File: config.mk
export PLATFORM = sky130hd
export DESIGN_NAME = subsampling_layer_1
export DESIGN_NICKNAME = d
export VERILOG_FILES = /design/src/rtl/cnn_pkg.sv /design/src/rtl/pool_unit.sv /design/src/rtl/subsampling_layer_1.sv
export SDC_FILE = /design/constraint.sdc
export NUM_CORES = 2
export LEC_CHECK = 0
export ABC_AREA = 0
export ABC_CLOCK_PERIOD_IN_PS = 28700
export BUFFER_PORTS_ARGS = -buffer_cell sky130_fd_sc_hd__buf_2
export CELL_PAD_IN_SITES_DETAIL_PLACEMENT = 1
export CELL_PAD_IN_SITES_GLOBAL_PLACEMENT = 1
export CORE_MARGIN = 4
export CORE_UTILIZATION = 36
export CTS_BUF_LIST = sky130_fd_sc_hd__clkbuf_4 sky130_fd_sc_hd__clkbuf_8
export DETAILED_ROUTE_END_ITERATION = 8
export PLACE_DENSITY = 0.55
export SETUP_SLACK_MARGIN = 0.1
export SYNTH_ARGS = -nofsm -noshare
export SYNTH_HDL_FRONTEND = slang
export SYNTH_SLANG_ARGS = --single-unit
File: constraint.sdc
create_clock -name clk -period 28.7 [get_ports clk]
set_clock_uncertainty 0.1 [all_clocks]
set_input_delay 4.305 -clock clk [delete_from_list [all_inputs] [get_ports clk]]
set_output_delay 4.305 -clock clk [all_outputs]
set_load 0.005 [all_outputs]
File: src/rtl/cnn_pkg.sv
// Shared CNN constants, activation types and the pooling combine function.
// SUBSAMPLE_AVG_EN selects sum/average pooling; the default build is max pooling.
package cnn_pkg;

    localparam int IMG_SIZE  = 32;
    localparam int K         = 5;
    localparam int CONV_SIZE = IMG_SIZE - K + 1;
    localparam int POOL_SIZE = CONV_SIZE / 2;
    localparam int ACT_WIDTH = 32;

`ifdef SUBSAMPLE_AVG_EN
    localparam int ACC_GROWTH = 2;
`else
    localparam int ACC_GROWTH = 0;
`endif

    typedef logic signed [ACT_WIDTH-1:0] act_t;
    typedef logic signed [63:0]          wide_t;

    typedef enum logic [1:0] {
        SKIP,
        EVEN_ROW,
        ODD_ROW
    } pool_state_e;

    // Operands arrive sign-extended to 64 bits so one function serves any width.
    function automatic wide_t pool_combine(input wide_t acc, input wide_t x);
`ifdef SUBSAMPLE_AVG_EN
        return acc + x;
`else
        return (x > acc) ? x : acc;
`endif
    endfunction

endpackage

File: src/rtl/pool_unit.sv
// Per-map pooling datapath: seed, combine and final output for one activation lane.
// SUBSAMPLE_AVG_EN switches combine to a growing sum and output to sum >>> 2.
module pool_unit #(
    parameter int BIT_WIDTH = 32,
    parameter int ACC_WIDTH = BIT_WIDTH + cnn_pkg::ACC_GROWTH
) (
    input  logic signed [ACC_WIDTH-1:0] acc,
    input  logic signed [BIT_WIDTH-1:0] x,
    output logic signed [ACC_WIDTH-1:0] seed,
    output logic signed [ACC_WIDTH-1:0] comb,
    output logic signed [BIT_WIDTH-1:0] pooled
);
    import cnn_pkg::*;

    always_comb begin
        seed = ACC_WIDTH'(x);
        comb = ACC_WIDTH'(pool_combine(wide_t'(acc), wide_t'(x)));
`ifdef SUBSAMPLE_AVG_EN
        pooled = BIT_WIDTH'(comb >>> 2);
`else
        pooled = BIT_WIDTH'(comb);
`endif
    end

endmodule

File: src/rtl/subsampling_layer_1.sv
// 2x2 stride-2 pooling of the first conv stage's raster-order MAPS-wide output stream.
// Define SUBSAMPLE_AVG_EN for average pooling; max pooling otherwise.
module subsampling_layer_1 #(
    parameter int IMG_SIZE  = 32,
    parameter int K         = 5,
    parameter int BIT_WIDTH = 32,
    parameter int MAPS      = 6
) (
    input  logic                      clk,
    input  logic                      rst_n,
    input  logic                      en,
    input  logic                      clear,
    input  logic [BIT_WIDTH*MAPS-1:0] in,
    output logic [BIT_WIDTH*MAPS-1:0] out,
    output logic                      out_valid,
    output logic                      frame_done
);
    import cnn_pkg::*;

    localparam int CONV = IMG_SIZE - K + 1;
    localparam int POOL = CONV / 2;
    localparam int CW   = $clog2(IMG_SIZE);
    localparam int PW   = (POOL > 1) ? $clog2(POOL) : 1;
    localparam int AW   = BIT_WIDTH + ACC_GROWTH;
    localparam logic [CW-1:0] KM1  = CW'(K - 1);
    localparam logic [CW-1:0] LAST = CW'(IMG_SIZE - 1);

    logic [CW-1:0]             col, row, r, c;
    logic [PW-1:0]             pidx;
    pool_state_e               state;
    logic [AW*MAPS-1:0]        hold, acc, seed, comb;
    logic [BIT_WIDTH*MAPS-1:0] pooled;
    logic [AW*MAPS-1:0]        rowbuf [POOL];

    // State is purely a decode of the raster counters.
    always_comb begin
        r    = row - KM1;
        c    = col - KM1;
        pidx = PW'(c >> 1);
        if (row < KM1 || col < KM1)
            state = SKIP;
        else if (r[0])
            state = ODD_ROW;
        else
            state = EVEN_ROW;
        acc = (state == ODD_ROW && !c[0]) ? rowbuf[pidx] : hold;
    end

    for (genvar m = 0; m < MAPS; m++) begin : g_map
        pool_unit #(
            .BIT_WIDTH(BIT_WIDTH),
            .ACC_WIDTH(AW)
        ) u_pool (
            .acc   (acc[AW*m +: AW]),
            .x     (in[BIT_WIDTH*m +: BIT_WIDTH]),
            .seed  (seed[AW*m +: AW]),
            .comb  (comb[AW*m +: AW]),
            .pooled(pooled[BIT_WIDTH*m +: BIT_WIDTH])
        );
    end

    always_ff @(posedge clk or negedge rst_n) begin
        if (!rst_n) begin
            col        <= '0;
            row        <= '0;
            hold       <= '0;
            out        <= '0;
            out_valid  <= 1'b0;
            frame_done <= 1'b0;
        end else if (clear) begin
            col        <= '0;
            row        <= '0;
            hold       <= '0;
            out_valid  <= 1'b0;
            frame_done <= 1'b0;
        end else begin
            out_valid  <= 1'b0;
            frame_done <= 1'b0;
            if (en) begin
                if (col == LAST) begin
                    col <= '0;
                    row <= (row == LAST) ? '0 : row + 1'b1;
                end else begin
                    col <= col + 1'b1;
                end
                case (state)
                    EVEN_ROW: if (!c[0]) hold <= seed;
                    ODD_ROW: begin
                        if (!c[0]) begin
                            hold <= comb;
                        end else begin
                            out        <= pooled;
                            out_valid  <= 1'b1;
                            frame_done <= (row == LAST) && (col == LAST);
                        end
                    end
                    default: ;
                endcase
            end
        end
    end

    // Row buffer is always written before it is read within a frame, so it needs no reset.
    always_ff @(posedge clk) begin
        if (en && !clear && state == EVEN_ROW && c[0])
            rowbuf[pidx] <= comb;
    end

endmodule

==> Yosys cells after proc, flatten, opt, wreduce, memory -nomap -nowiden <==
Memories as Yosys holds them, arrays and structs flattened.
Index checks and enable logic that the tools add are counted.
Widths: inputs -> output; s select.
{ "word_totals": {"mem_count": 1, "mem_bits_rw": 2688, "inputBits": 196, "out_inout_bits": 194, "ff_bits": 396} }
{ "op_classes": {"magnitude_cmp": 8, "n_eq_ne": 6, "n_reduce_logical": 14, "bitwise_logic": 1, "n_addsub": 4, "muxes": 31} }
{ "memory_table": {"columns": ["memory", "words", "word_bits", "read_ports", "rd_clocked_by_memory_dff", "write_ports", "line_no", "source"], "rows": [
  ["rowbuf", 14, 192, 1, 0, 1, "subsampling_layer_1.sv:33", "logic [AW*MAPS-1:0] rowbuf [POOL];"]
]} }
{ "ops": {"columns": ["cell", "n"], "rows": [
  ["$mux 192", 5],
  ["$pmux 192 s2", 1],
  ["$gt 32x32->1", 6],
  ["$mux 32", 6],
  ["$mux 5", 7],
  ["$add 5x1->5 const B", 2],
  ["$eq 5x5->1 const B", 2],
  ["$lt 5x3->1 const B", 2],
  ["$mux 1", 10],
  ["$reduce_and 4->1", 2],
  ["$ne 3x3->1 const B", 2],
  ["$logic_and 1x1->1", 5],
  ["$sub 5x3->5 const B", 1],
  ["$mux 2", 2],
  ["$reduce_bool 2->1", 2],
  ["$reduce_bool 3->1", 1],
  ["$eq 2x1->1 const B", 1],
  ["$eq 2x2->1 const B", 1],
  ["$logic_not 1->1", 2],
  ["$reduce_and 2->1", 1],
  ["$logic_or 1x1->1", 1],
  ["$not 1->1", 1],
  ["$sub 1x1->1 const B", 1]
]} }

==> Longest topological paths before layout <==
{ "depth": {"ltp_word": 12, "ltp_mapped": 20} }

==> Cells and area by module <==
A second synthesis with hierarchy kept.
{ "unflattened": {"hier_cells": 7119, "area_unflattened_um2": 129312.8} }
{ "modules_own_cells": {"columns": ["module", "n_inst", "seq_area_each_um2", "area_each_um2", "cells_per_inst"], "rows": [
  ["subsampling_layer_1", 1, 90626.9, 119110.5, 5847],
  ["pool_unit", 6, 0.0, 1700.4, 212]
]} }

==> Least setup slack after synthesis <==
No wires, ideal clock.
{ "synth_path": {"kind": "input port to flip-flop", "from": "in en", "to": "mem rowbuf[2][0] (netlist bit), enable pin", "path_buffers": 0, "slack_ps": 4669, "t_required_ps": 27387, "stages": 5, "arrival_time_ps": 22717, "path_cell_list": "nor2b_1 > nand2_1 > nor2_1 > nand2_1 > nor4_1"} }
{ "synth_via": {"elab_chain_cells": 5} }
{ "synth_rtl": {"columns": ["item", "line_no", "source"], "rows": [
  ["start, declared", "subsampling_layer_1.sv:11", "input logic en,"],
  ["$logic_and 1x1->1 (3 in a row)", "subsampling_layer_1.sv:105", "if (en && !clear && state == EVEN_ROW && c[0])"],
  ["$mux 1", "subsampling_layer_1.sv:105", null],
  ["$mux 1 (not written as such)", "subsampling_layer_1.sv:106", "rowbuf[pidx] <= comb;"],
  ["end, declared", "subsampling_layer_1.sv:33", null]
]} }
No other way between the ends.

==> Worst setup path after layout <==
{ "layout_path": {"from": "reg col[2]", "to": "mem rowbuf[6][39] (netlist bit) (data pin)"} }
{ "layout_via": {"elab_chain_cells": 8} }
{ "layout_rtl": {"columns": ["item", "line_no", "source"], "rows": [
  ["start, declared", "subsampling_layer_1.sv:28", "logic [CW-1:0] col, row, r, c;"],
  ["start signal, assigned", "subsampling_layer_1.sv:84", "col <= col + 1'b1;"],
  ["branches (longest 5 deep; another with $mem_v2 14x192)", null, null],
  ["$mux 192 (*)", "subsampling_layer_1.sv:46", "acc = (state == ODD_ROW && !c[0]) ? rowbuf[pidx] : hold;"],
  ["$gt 32x32->1", "cnn_pkg.sv:31", "return (x > acc) ? x : acc;"],
  ["$mux 32 (*)", "cnn_pkg.sv:31", null],
  ["via comb[39]", "subsampling_layer_1.sv:31", "logic [AW*MAPS-1:0] hold, acc, seed, comb;"]
]} }
Mark *: on every way through the listed nets, which the timed path passes.

==> flow_summary_export.csv <==
group,metric,value,unit
floorplanning,die-area,0.3694,sq mm
logic_synthesis,synth-edff-count,2688,
floorplanning,initial_utilization,0.3627,
logic_synthesis,yosys_warnings,0,
sta,worst_pin_slew,1.227,ns
clock_tree,clkSinkCount,3084,
setup_path,required,29.34,ns
placement,numPortBuffers,389,
cells_and_area,area_growth,13.97,%
global_route,grt_usage,0.2072,
cells_and_area,fin_cells,12890,
logic_synthesis,ys_ff_latch,3084,
detailed_routing,post_drt_wl_per_cell,30.22,microns
placement,gp_congestion,0.7546,
placement,dp_hpwl,219300,microns
cells_and_area,seqCellArea,0.09063,sq mm
clock_tree,cts-root-buf,"clkbuf_8",
clock_tree,cts_tree,"yes",
logic_synthesis,synth_nets,7474,
hold_path,hp-class,"reg -> reg",
hold_path,worstHoldStart,"hold[160]$_DFFE_PN0P_",
clock_tree,clk_latency,1.16,ns
clock_tree,cts-resized-gates,0,
floorplanning,die_h,607.8,microns
floorplanning,core,0.3570,sq mm
power,pwr_density_cell,63.62,mW/mm^2
logic_synthesis,netlist_instances,7080,
global_route,grt_overflow,0,
clock_tree,ctsHoldBuffers,0,
sta,slew_headroom,0.1776,
logic_synthesis,synth_async_sr_flop_share,0.1284,
cells_and_area,fin_nets,8088,
clock_tree,cts_buffers,549,
setup_path,end_kind,"register",
run,maxCapViolCount,0,
detailed_routing,via_count,72440,
power,p_leak,48.17,nW
sta,period_share,0.3236,
clock_tree,cts_setup_buffers,0,
logic_synthesis,synth_cell_types,46,
detailed_routing,drt-initial-drc-count,5590,
sta,final_max_slew_viol_count,0,
detailed_routing,first_pass_iters,5,
floorplanning,placementRows,219,
clock_tree,cts.path.max_buffers,4,
floorplanning,io_pins,390,
logic_synthesis,syn_area_per_cell,18.29,sq um
power,vdd_ir_drop_max,0.00004261,V
detailed_routing,routed_wl,389700,microns
global_route,grt_pass1_wl,566600,microns
placement,place_inst,11890,
sta,hold_viol_final,0,
floorplanning,chipWidth,607.8,microns
detailed_routing,post_drt_via_cell_ratio,5.619,
setup_path,path_class,"reg -> reg",
setup_path,critPathLaunch,"col[2]$_DFFE_PN0N_",
cells_and_area,post_route_cells_drive_above_1_share,0.3228,
logic_synthesis,yosysSeqAreaShare,0.6998,
setup_path,crit_end,"rowbuf[6][39]$_DFFE_PP_",
cells_and_area,multi_input_area,0.03669,sq mm
sta,fin_setup_tns,0,ns
logic_synthesis,ys.flop_type,"edfxtp_1",
status,outcome,"completed",
clock_tree,h-tree-depth,6,
setup_path,r2r_slack,19.41,ns
sta,finalSetupViolCount,0,
cells_and_area,fillerInstances,34520,
sta,grt_setup_unrepaired,"false",
global_route,grt_pass1_vias,78510,
sta,clock.fmax,107.7,MHz
sta,min_period,9.287,ns
setup_path,r2r_end,"rowbuf[6][39]$_DFFE_PP_",
global_route,antenna_found_initial,22,
setup_path,reg2regPathDepth,17,
setup_path,cp-start-kind,"register",
setup_path,critPathArrivalTime,9.92,ns
clock_tree,clk_pin_slew_worst_paths,0.06,ns
global_route,grt_max_degree,116,
setup_path,crit_fanout,55,
setup_path,r2r_start,"col[2]$_DFFE_PN0N_",
detailed_routing,drcViolationCount,0,
logic_synthesis,synth.cell_area,0.1295,sq mm
detailed_routing,ant_nets,0,
cells in the mapped netlist, types with 32 or more instances:
master,number,area [sq um]
edfxtp_1,2688,80720
mux4_2,768,17300
nand2_1,447,1678
nor2_1,406,1524
dfrtp_1,396,9910
a31oi_1,384,2402
clkbuf_1,335,1257
o21ai_0,226,1131
mux2_2,199,2241
ha_1,198,2477
or3_1,187,1170
a221o_1,186,1862
mux2i_2,140,1927
a21oi_1,103,515.5
buf_4,57,427.9
nand4_1,49,306.5
buf_2,48,240.2
mux2i_4,37,833.3
buf_6,32,360.4
metrics by stage:
step                  util  hold WS, ns  instance area [sq um]  setup WS (ns)  power (mW)
floorplan                -       0.3727                 129500          4.670       5.269
global placement    0.3831       0.3914                 136800          19.66       5.420
detailed placement  0.3831       0.4028                 136800          19.47       5.431
CTS                 0.4133       0.4165                 147600          19.40       9.533
global route        0.4134       0.4312                 147600          18.95       9.781
finish              0.4134       0.4121                 147600          19.41       9.390
layout by cell type, fill, tap and decap left out, drive strengths merged, types with 55 or more instances in the layout:
cell type,synthesis,final
mux2,199,199
a21oi,103,103
clkbuf,337,753
ha,198,198
nor2,406,406
inv,22,55
o21ai,232,232
dfrtp,396,396
mux4,768,768
or3,187,187
buf,153,553
a31oi,384,384
clkinv,0,185
mux2i,188,188
a221o,186,186
edfxtp,2688,2688
nand2,447,447
cells by family after synthesis:
| family | synth area share |
|---|---|
| and+or+nand+nor | 0.04028 |
| adders and majority gates | 0.01913 |
| muxes | 0.1730 |
| xor gates and xnor gates | 0.0001933 |
| DFF | 0.6998 |
| AOI/OAI and AO/OA | 0.04871 |
| buffers and inverters | 0.01887 |
metal layers:
metal,vias up,track usage,share of wire
met5,-,0,0.000062
met4,4,0.05637,0.025
met3,563,0.02816,0.044
met2,1954,0.3556,0.50
met1,39600,0.2770,0.43
li1,30320,-,-
critical path: stages, from the launching register on:
cell and delay [ns]:
dfrtp_4 0.94, nor3_1 0.16, nor3_2 0.46, and2_4 0.48, buf_4 0.53, buf_4 0.57, buf_4 0.78, buf_4 0.66
buf_4 0.86, mux2i_2 0.35, ha_1 0.29, nand4_1 0.18, or4_1 0.58, a31oi_1 0.24, o21a_2 0.28, buf_4 0.53
or3_1 0.22, nand2_1 0.28
worst min path at each step:
stage / slack (ns) / to / depth (start not counted)
after floorplan: 0.37 / out[146]$_DFFE_PN0P_ / 2
after global placement: 0.39 / hold[96]$_DFFE_PN0P_ / 2
after detailed placement: 0.40 / hold[12]$_DFFE_PN0P_ / 1
after CTS: 0.42 / hold[160]$_DFFE_PN0P_ / 2
after global routing: 0.43 / hold[4]$_DFFE_PN0P_ / 1
final: 0.41 / hold[160]$_DFFE_PN0P_ / 2
report_power, final:
part           leakage (nW)  internal [mW]  switching (mW)
Clock                  5.73           2.19            1.87
Combinational          13.2          0.146           0.278
Sequential             29.2           4.90         0.00231
layout make-up:
type                       instances  share of cell area
tap                             4751             0.04027
clock buffer                     753             0.06250
clock inverter                   237             0.01074
timing repair buffer             553             0.02312
multi-input combinational       3484              0.2486
sequential                      3084              0.6140
antenna                            9           0.0001526
inverter                          22           0.0006103
state kept, by name, indices dropped and copies added, names as in the netlist:
signal,flops
col,5
frame_done,1
hold,192
out,192
out_valid,1
row,5
rowbuf,2688
No activity file was read; power rests on OpenSTA's default activity.
